## src/rtl/kypd_pkg.sv

```systemverilog
// Shared keypad definitions: key-code to (row,col) map, emulator FSM states
// and the bounce LFSR tap mask.
package kypd_pkg;

  typedef enum logic [2:0] {
    ST_IDLE,
    ST_BOUNCE_P,
    ST_HOLD,
    ST_BOUNCE_R,
    ST_GAP
  } state_t;

  typedef struct packed {
    logic [1:0] row;
    logic [1:0] col;
  } key_pos_t;

  // x^8+x^6+x^5+x^4+1, shift-left form: feedback from bits 7,5,4,3
  localparam logic [7:0] LFSR_TAPS = 8'hB8;

  function automatic key_pos_t key_to_pos(input logic [3:0] key);
    key_pos_t pos;
    case (key)
      4'h1:    pos = '{row: 2'd0, col: 2'd0};
      4'h2:    pos = '{row: 2'd0, col: 2'd1};
      4'h3:    pos = '{row: 2'd0, col: 2'd2};
      4'hA:    pos = '{row: 2'd0, col: 2'd3};
      4'h4:    pos = '{row: 2'd1, col: 2'd0};
      4'h5:    pos = '{row: 2'd1, col: 2'd1};
      4'h6:    pos = '{row: 2'd1, col: 2'd2};
      4'hB:    pos = '{row: 2'd1, col: 2'd3};
      4'h7:    pos = '{row: 2'd2, col: 2'd0};
      4'h8:    pos = '{row: 2'd2, col: 2'd1};
      4'h9:    pos = '{row: 2'd2, col: 2'd2};
      4'hC:    pos = '{row: 2'd2, col: 2'd3};
      4'h0:    pos = '{row: 2'd3, col: 2'd0};
      4'hF:    pos = '{row: 2'd3, col: 2'd1};
      4'hE:    pos = '{row: 2'd3, col: 2'd2};
      default: pos = '{row: 2'd3, col: 2'd3};
    endcase
    return pos;
  endfunction

endpackage

```

## src/rtl/keypad_emulator_lfsr8.sv

```systemverilog
// 8-bit Fibonacci LFSR that advances only when enabled; supplies the
// pseudo-random contact chatter for the keypad emulator.
module lfsr8
  import kypd_pkg::*;
#(
  parameter logic [7:0] SEED = 8'hA5
) (
  input  logic       clk,
  input  logic       rst,
  input  logic       en,
  output logic [7:0] q
);

  logic [7:0] r_q;
  logic       w_fb;

  assign w_fb = ^(r_q & LFSR_TAPS);
  assign q    = r_q;

  always_ff @(posedge clk or negedge rst) begin
    if (!rst) begin
      r_q <= SEED;
    end else if (en) begin
      r_q <= {r_q[6:0], w_fb};
    end
  end

endmodule

```

## src/rtl/keypad_emulator.sv

```systemverilog
// 4x4 keypad stand-in: plays out commanded key presses with contact bounce
// and answers the scanner's active-low column strobes with row levels.
module keypad_emulator
  import kypd_pkg::*;
#(
  parameter int unsigned BOUNCE_CYCLES = 16,
  parameter int unsigned GAP_CYCLES    = 8,
  parameter logic [7:0]  LFSR_SEED     = 8'hA5
) (
  input  logic        clk,
  input  logic        rst,
  input  logic [3:0]  col,
  output logic [3:0]  row,
  input  logic        cmd_valid,
  output logic        cmd_ready,
  input  logic [3:0]  cmd_key,
  input  logic [15:0] cmd_hold,
  output logic        busy,
  output logic        done
);

  localparam logic [15:0] BOUNCE_LOAD = 16'(BOUNCE_CYCLES - 1);
  localparam logic [15:0] GAP_LOAD    = 16'(GAP_CYCLES - 1);

  state_t      r_state;
  logic [15:0] r_count;
  logic [15:0] r_hold;
  logic [3:0]  r_key;
  logic        r_done;
  logic [3:0]  r_row;

  logic        w_accept;
  logic        w_lfsr_en;
  logic        w_contact;
  logic [7:0]  w_lfsr;
  logic [15:0] w_hold_load;
  logic [3:0]  w_row_next;
  key_pos_t    w_pos;

  assign w_accept    = cmd_valid && (r_state == ST_IDLE);
  assign w_lfsr_en   = (r_state == ST_BOUNCE_P) || (r_state == ST_BOUNCE_R);
  assign w_hold_load = (r_hold == 16'd0) ? 16'd0 : r_hold - 16'd1;
  assign w_pos       = key_to_pos(r_key);

  assign cmd_ready = (r_state == ST_IDLE);
  assign busy      = (r_state != ST_IDLE);
  assign done      = r_done;
  assign row       = r_row;

  lfsr8 #(
    .SEED (LFSR_SEED)
  ) u_lfsr (
    .clk (clk),
    .rst (rst),
    .en  (w_lfsr_en),
    .q   (w_lfsr)
  );

  always_comb begin
    w_contact = 1'b0;
    case (r_state)
      ST_BOUNCE_P, ST_BOUNCE_R: w_contact = w_lfsr[0];
      ST_HOLD:                  w_contact = 1'b1;
      default:                  w_contact = 1'b0;
    endcase
  end

  // Only the pressed key's row can be pulled low, and only while its column is strobed
  always_comb begin
    w_row_next = 4'b1111;
    if (w_contact && !col[w_pos.col]) begin
      w_row_next[w_pos.row] = 1'b0;
    end
  end

  always_ff @(posedge clk or negedge rst) begin
    if (!rst) begin
      r_row <= 4'b1111;
    end else begin
      r_row <= w_row_next;
    end
  end

  always_ff @(posedge clk or negedge rst) begin
    if (!rst) begin
      r_state <= ST_IDLE;
      r_count <= 16'd0;
      r_hold  <= 16'd0;
      r_key   <= 4'd0;
      r_done  <= 1'b0;
    end else begin
      r_done <= 1'b0;
      case (r_state)
        ST_IDLE: begin
          if (w_accept) begin
            r_key   <= cmd_key;
            r_hold  <= cmd_hold;
            r_count <= BOUNCE_LOAD;
            r_state <= ST_BOUNCE_P;
          end
        end
        ST_BOUNCE_P: begin
          if (r_count == 16'd0) begin
            r_count <= w_hold_load;
            r_state <= ST_HOLD;
          end else begin
            r_count <= r_count - 16'd1;
          end
        end
        ST_HOLD: begin
          if (r_count == 16'd0) begin
            r_count <= BOUNCE_LOAD;
            r_state <= ST_BOUNCE_R;
          end else begin
            r_count <= r_count - 16'd1;
          end
        end
        ST_BOUNCE_R: begin
          if (r_count == 16'd0) begin
            r_count <= GAP_LOAD;
            r_state <= ST_GAP;
          end else begin
            r_count <= r_count - 16'd1;
          end
        end
        ST_GAP: begin
          if (r_count == 16'd0) begin
            r_done  <= 1'b1;
            r_state <= ST_IDLE;
          end else begin
            r_count <= r_count - 16'd1;
          end
        end
        default: begin
          r_state <= ST_IDLE;
        end
      endcase
    end
  end

endmodule

```

## config.mk

```make
export PLATFORM = sky130hd
export DESIGN_NAME = keypad_emulator
export DESIGN_NICKNAME = d
export VERILOG_FILES = /design/src/rtl/kypd_pkg.sv /design/src/rtl/keypad_emulator_lfsr8.sv /design/src/rtl/keypad_emulator.sv
export SDC_FILE = /design/constraint.sdc
export NUM_CORES = 1
export LEC_CHECK = 0
export BUFFER_PORTS_ARGS = -buffer_cell sky130_fd_sc_hd__buf_2
export CAP_MARGIN = 40
export CELL_PAD_IN_SITES_DETAIL_PLACEMENT = 0
export CELL_PAD_IN_SITES_GLOBAL_PLACEMENT = 1
export CORE_UTILIZATION = 35
export CTS_CLUSTER_SIZE = 14
export DETAILED_ROUTE_END_ITERATION = 8
export GPL_TIMING_DRIVEN = 0
export PLACE_DENSITY = 0.67
export SLEW_MARGIN = 20
export SYNTH_ARGS = -nofsm -noshare
export SYNTH_HDL_FRONTEND = slang
export SYNTH_SLANG_ARGS = --single-unit
```

## constraint.sdc

```tcl
create_clock -name clk -period 5.59 [get_ports clk]
set_clock_uncertainty 0.2 [all_clocks]
set_input_delay 1.118 -clock clk [delete_from_list [all_inputs] [get_ports clk]]
set_output_delay 1.118 -clock clk [all_outputs]
set_load 0.01 [all_outputs]
```

==> results.md <==
* Status: completed
* Post-synthesis register bit count at 52
* Number of nets in the final layout at a little over 400
* Flip-flop cell with the highest count after synthesis: sky130_fd_sc_hd__dfrtp_1
* Via count of the routed design at 2671
* CTS Buffer Depth at 2
* Max_cap viols at 0
* Post-synth EDFFs at 0
* Pin count of the biggest net entering global routing at 53
* Share of the yosys chip area belonging to registers at 0.425
* Worst Path Max Fanout at 10
* Area grow syn2layout at 13.3%
* Resized cells post-CTS at 0
* Detailed placer's ending HPWL at 5.74 mm
* Worst slew margin at 0.458
* Multi-input gate area at 1680 um2
* Number of antenna violations at the first check in global routing at 0
* Clock buffer count from CTS at 5
* Synthesized net count at around 370
* Master of the slowest instance on the critical path: sky130_fd_sc_hd__nor2_1
* Period Utilization, post-route at 0.571
* Final hold viol count at 0
* Final hold slack at 0.264 ns
* Clock slew at the register clock pins of the worst setup and hold paths at 0.10 ns
* Area fraction of the dominant cell type after synthesis at 0.357
* Final critical delay including setup and external delays at 3.19 ns
* Average wire length per cell after detail routing at roughly 16 um
* Synth unique cells at 56
* Met1 Resource Use GR at 0.271
* Post-route setup TNS at 0 ns
* Crit path arrival time at 1.88 ns
* Worst-Skew Late Latency at 0.32 ns
* Reg2reg end: r_count[3]
* Transition at the pin with the smallest max-transition slack at 0.807 ns
* Die Area at 9190 um2
* Setup repair after global routing missed its margin: false
* Leading cell type in the layout, fill and taps excluded: sky130_fd_sc_hd__nand2_1
* Fmax achieved at roughly 310 MHz
* Delay of the slowest cell on the worst path at 0.51 ns
* Synthesized area at 3090 um2
* Critical Path End Type: output pin
* Ant. Diodes at 0
* Worst setup endpoint: cmd_ready
* Final-layout fill cell count at around 870
* Post-CTS Repair Setup Buffers at 0
* Number of nets with antenna violations after detailed routing at 0
* Iter 0 DRT Violations at 125
* Final setup fails at 0
* Startpoint of the worst-slack reg-to-reg timing path: r_count[0]
* Worst setup path start: r_state[1]
* Count of yosys warnings during synthesis at 0
* Number of global-route vias before repair at 2476
* Post-route DRC at 0
* Mean number of vias per cell at 5.54
* Busiest layer in global routing: met2
* Worst IR drop on VDD at 0.0736 mV
* Final routed wirelength across all metal layers at slightly below 8 mm
* Clock root buffer: sky130_fd_sc_hd__clkbuf_8
* Vertical extent of the die at 95.9 um
* Global routing usage on met3 at 0.0411
* Instance area after placement at 3380 um2
* Critical path launch point type: register
* Congestion Overflow GR at 0
* Total power per unit cell area at between 150 and 200 nW/um2
* Cell type with the largest total area after synthesis: sky130_fd_sc_hd__dfrtp_1
* Total number of H-tree levels at 2
* First-pass GRT wire length at approximately 13 mm
* TritonCTS clock tree: done
* Cell row count at 33
* RD Place Congestion at around 0.84
* Area of all placed cells without fillers at 3500 um2
* Class of the tightest hold or removal check: register to register
* Starting density of the core at 0.368
* Proportion of layout cells with a drive suffix above 1 at 0.202
* Number of buffers inserted by hold repair at cts at 0
* Synthesized area per cell at 9.18 um2
* Depth of the worst register-to-register path at 7
* # IOs at 34
* Worst reg2reg setup slack at 2.59 ns
* Iteration count of the initial detailed-routing pass at 5
* Clk sinks at 52
* Count of pins over their slew limit at 0
* Setup Crit Path Kind: register to output pin
* Top area cells in the synthesized netlist: sky130_fd_sc_hd__dfrtp_1 36%, sky130_fd_sc_hd__dfstp_2 6.8%, sky130_fd_sc_hd__mux2_2 6.6%, sky130_fd_sc_hd__nand2_1 5.8%, sky130_fd_sc_hd__xor2_1 3.4%
* IO Port Bufs at 33
* Cells traversed along the worst timing path: clkbuf_1, nor2_1, nand2_1, inv_2, buf_2
* Instance count of the mapped netlist at roughly 340
* Area occupied by registers at 1310 um2
* Commonest non-fill, non-tap cells in the layout: 48 x sky130_fd_sc_hd__nand2_1, 44 x sky130_fd_sc_hd__dfrtp_1, 33 x sky130_fd_sc_hd__buf_2
* Die width at around 96 um
* GR Layer Usage met2 at 0.282
* Required time reported for the critical path endpoint at 4.27 ns
* Total core area at 8380 um2
* FFs w/ async S/R, synth at 1.00
* Leakage component of the power at 1.47 nW
* GRT Overall Usage at 0.187
## per-layer routing
metal  routed length, um  vias up
li1                    -     1314
met1                3950     1274
met2                3540       77
met3                 345        6
met4                  53        0
met5                   0        -
## cell usage after synthesis (3+ instances only)
| cell type | instances |
|---|---|
| sky130_fd_sc_hd__nand2_1 | 48 |
| sky130_fd_sc_hd__dfrtp_1 | 44 |
| sky130_fd_sc_hd__nor2_1 | 24 |
| sky130_fd_sc_hd__mux2_2 | 18 |
| sky130_fd_sc_hd__o21ai_0 | 17 |
| sky130_fd_sc_hd__clkbuf_1 | 15 |
| sky130_fd_sc_hd__a21oi_1 | 13 |
| sky130_fd_sc_hd__o211ai_1 | 12 |
| sky130_fd_sc_hd__xor2_1 | 12 |
| sky130_fd_sc_hd__nor3_1 | 10 |
| sky130_fd_sc_hd__dfstp_2 | 8 |
| sky130_fd_sc_hd__or3_1 | 8 |
| sky130_fd_sc_hd__xnor2_1 | 8 |
| sky130_fd_sc_hd__nor3b_1 | 7 |
| sky130_fd_sc_hd__nor4_1 | 7 |
| sky130_fd_sc_hd__inv_1 | 6 |
| sky130_fd_sc_hd__nand3_1 | 6 |
| sky130_fd_sc_hd__a31oi_1 | 5 |
| sky130_fd_sc_hd__ha_1 | 4 |
| sky130_fd_sc_hd__o21ai_1 | 4 |
| sky130_fd_sc_hd__o311ai_0 | 4 |
| sky130_fd_sc_hd__or4_1 | 4 |
| sky130_fd_sc_hd__a211oi_1 | 3 |
| sky130_fd_sc_hd__and3_1 | 3 |
| sky130_fd_sc_hd__nand4_1 | 3 |
| sky130_fd_sc_hd__nand4b_1 | 3 |
| sky130_fd_sc_hd__nor2b_1 | 3 |
| sky130_fd_sc_hd__nor4b_1 | 3 |
## worst min path at each step
stage | from | end | slack, ns | cells after the start
2_1_floorplan | u_lfsr.q[2] | u_lfsr.q[2] | 0.24 | 2
3_3_place_gp | u_lfsr.q[2] | u_lfsr.q[2] | 0.25 | 2
3_5_place_dp | u_lfsr.q[2] | u_lfsr.q[2] | 0.25 | 2
4_1_cts | u_lfsr.q[2] | u_lfsr.q[2] | 0.27 | 2
5_1_grt | u_lfsr.q[2] | u_lfsr.q[2] | 0.28 | 2
6_report | u_lfsr.q[2] | u_lfsr.q[2] | 0.26 | 2
## cell type report
cell class,count,share of cell area
Multi-Input combinational cell,260,0.481
Sequential cell,52,0.375
Timing Repair Buffer,33,0.0480
Tap cell,105,0.0376
Clock buffer,6,0.0208
Buffer,16,0.0175
Clock inverter,2,0.0111
Inverter,8,0.00859
## per-stage QoR
step	util	std cells	total power, mW	worst slack (ns)
floorplan	-	336	0.386	3.08
global placement	0.403	474	0.404	2.64
detailed placement	0.404	474	0.404	2.65
CTS	0.417	482	0.675	2.40
global route	0.417	482	0.694	2.21
finish	0.417	482	0.666	2.40
## sequential cells by signal (all words and copies together) (netlist names)
signal / cells
row: 4
done: 1
r_hold: 16
u_lfsr.q: 8
r_key: 4
r_state: 3
r_count: 16
## where the power goes
group	switching [mW]	total, mW	internal (mW)
clock network	0.135	0.270	0.136
logic	0.0112	0.0198	0.00859
registers	0	0.376	0.376
total	0.146	0.666	0.520
## kinds of logic (layout without fill, tap and decap cells)
group | count (synthesis) | after routing | share of synthesized area
xor gates and xnor gates | 20 | 20 | 0.0568
adders and majority gates | 4 | 4 | 0.0162
AOI/OAI and AO/OA | 76 | 76 | 0.164
DFF | 52 | 52 | 0.425
buffers and inverters | 24 | 65 | 0.0296
and+or+nand+nor | 141 | 141 | 0.239
muxes | 19 | 19 | 0.0689
## worst max-delay path: cells and delay by family, from the launching register on
kind / cells / cell delay (ns)
and+or+nand+nor: 2 / 0.71
buffers and inverters: 3 / 0.46
DFF: 1 / 0.38
No activity file was read; power rests on OpenSTA's default activity.
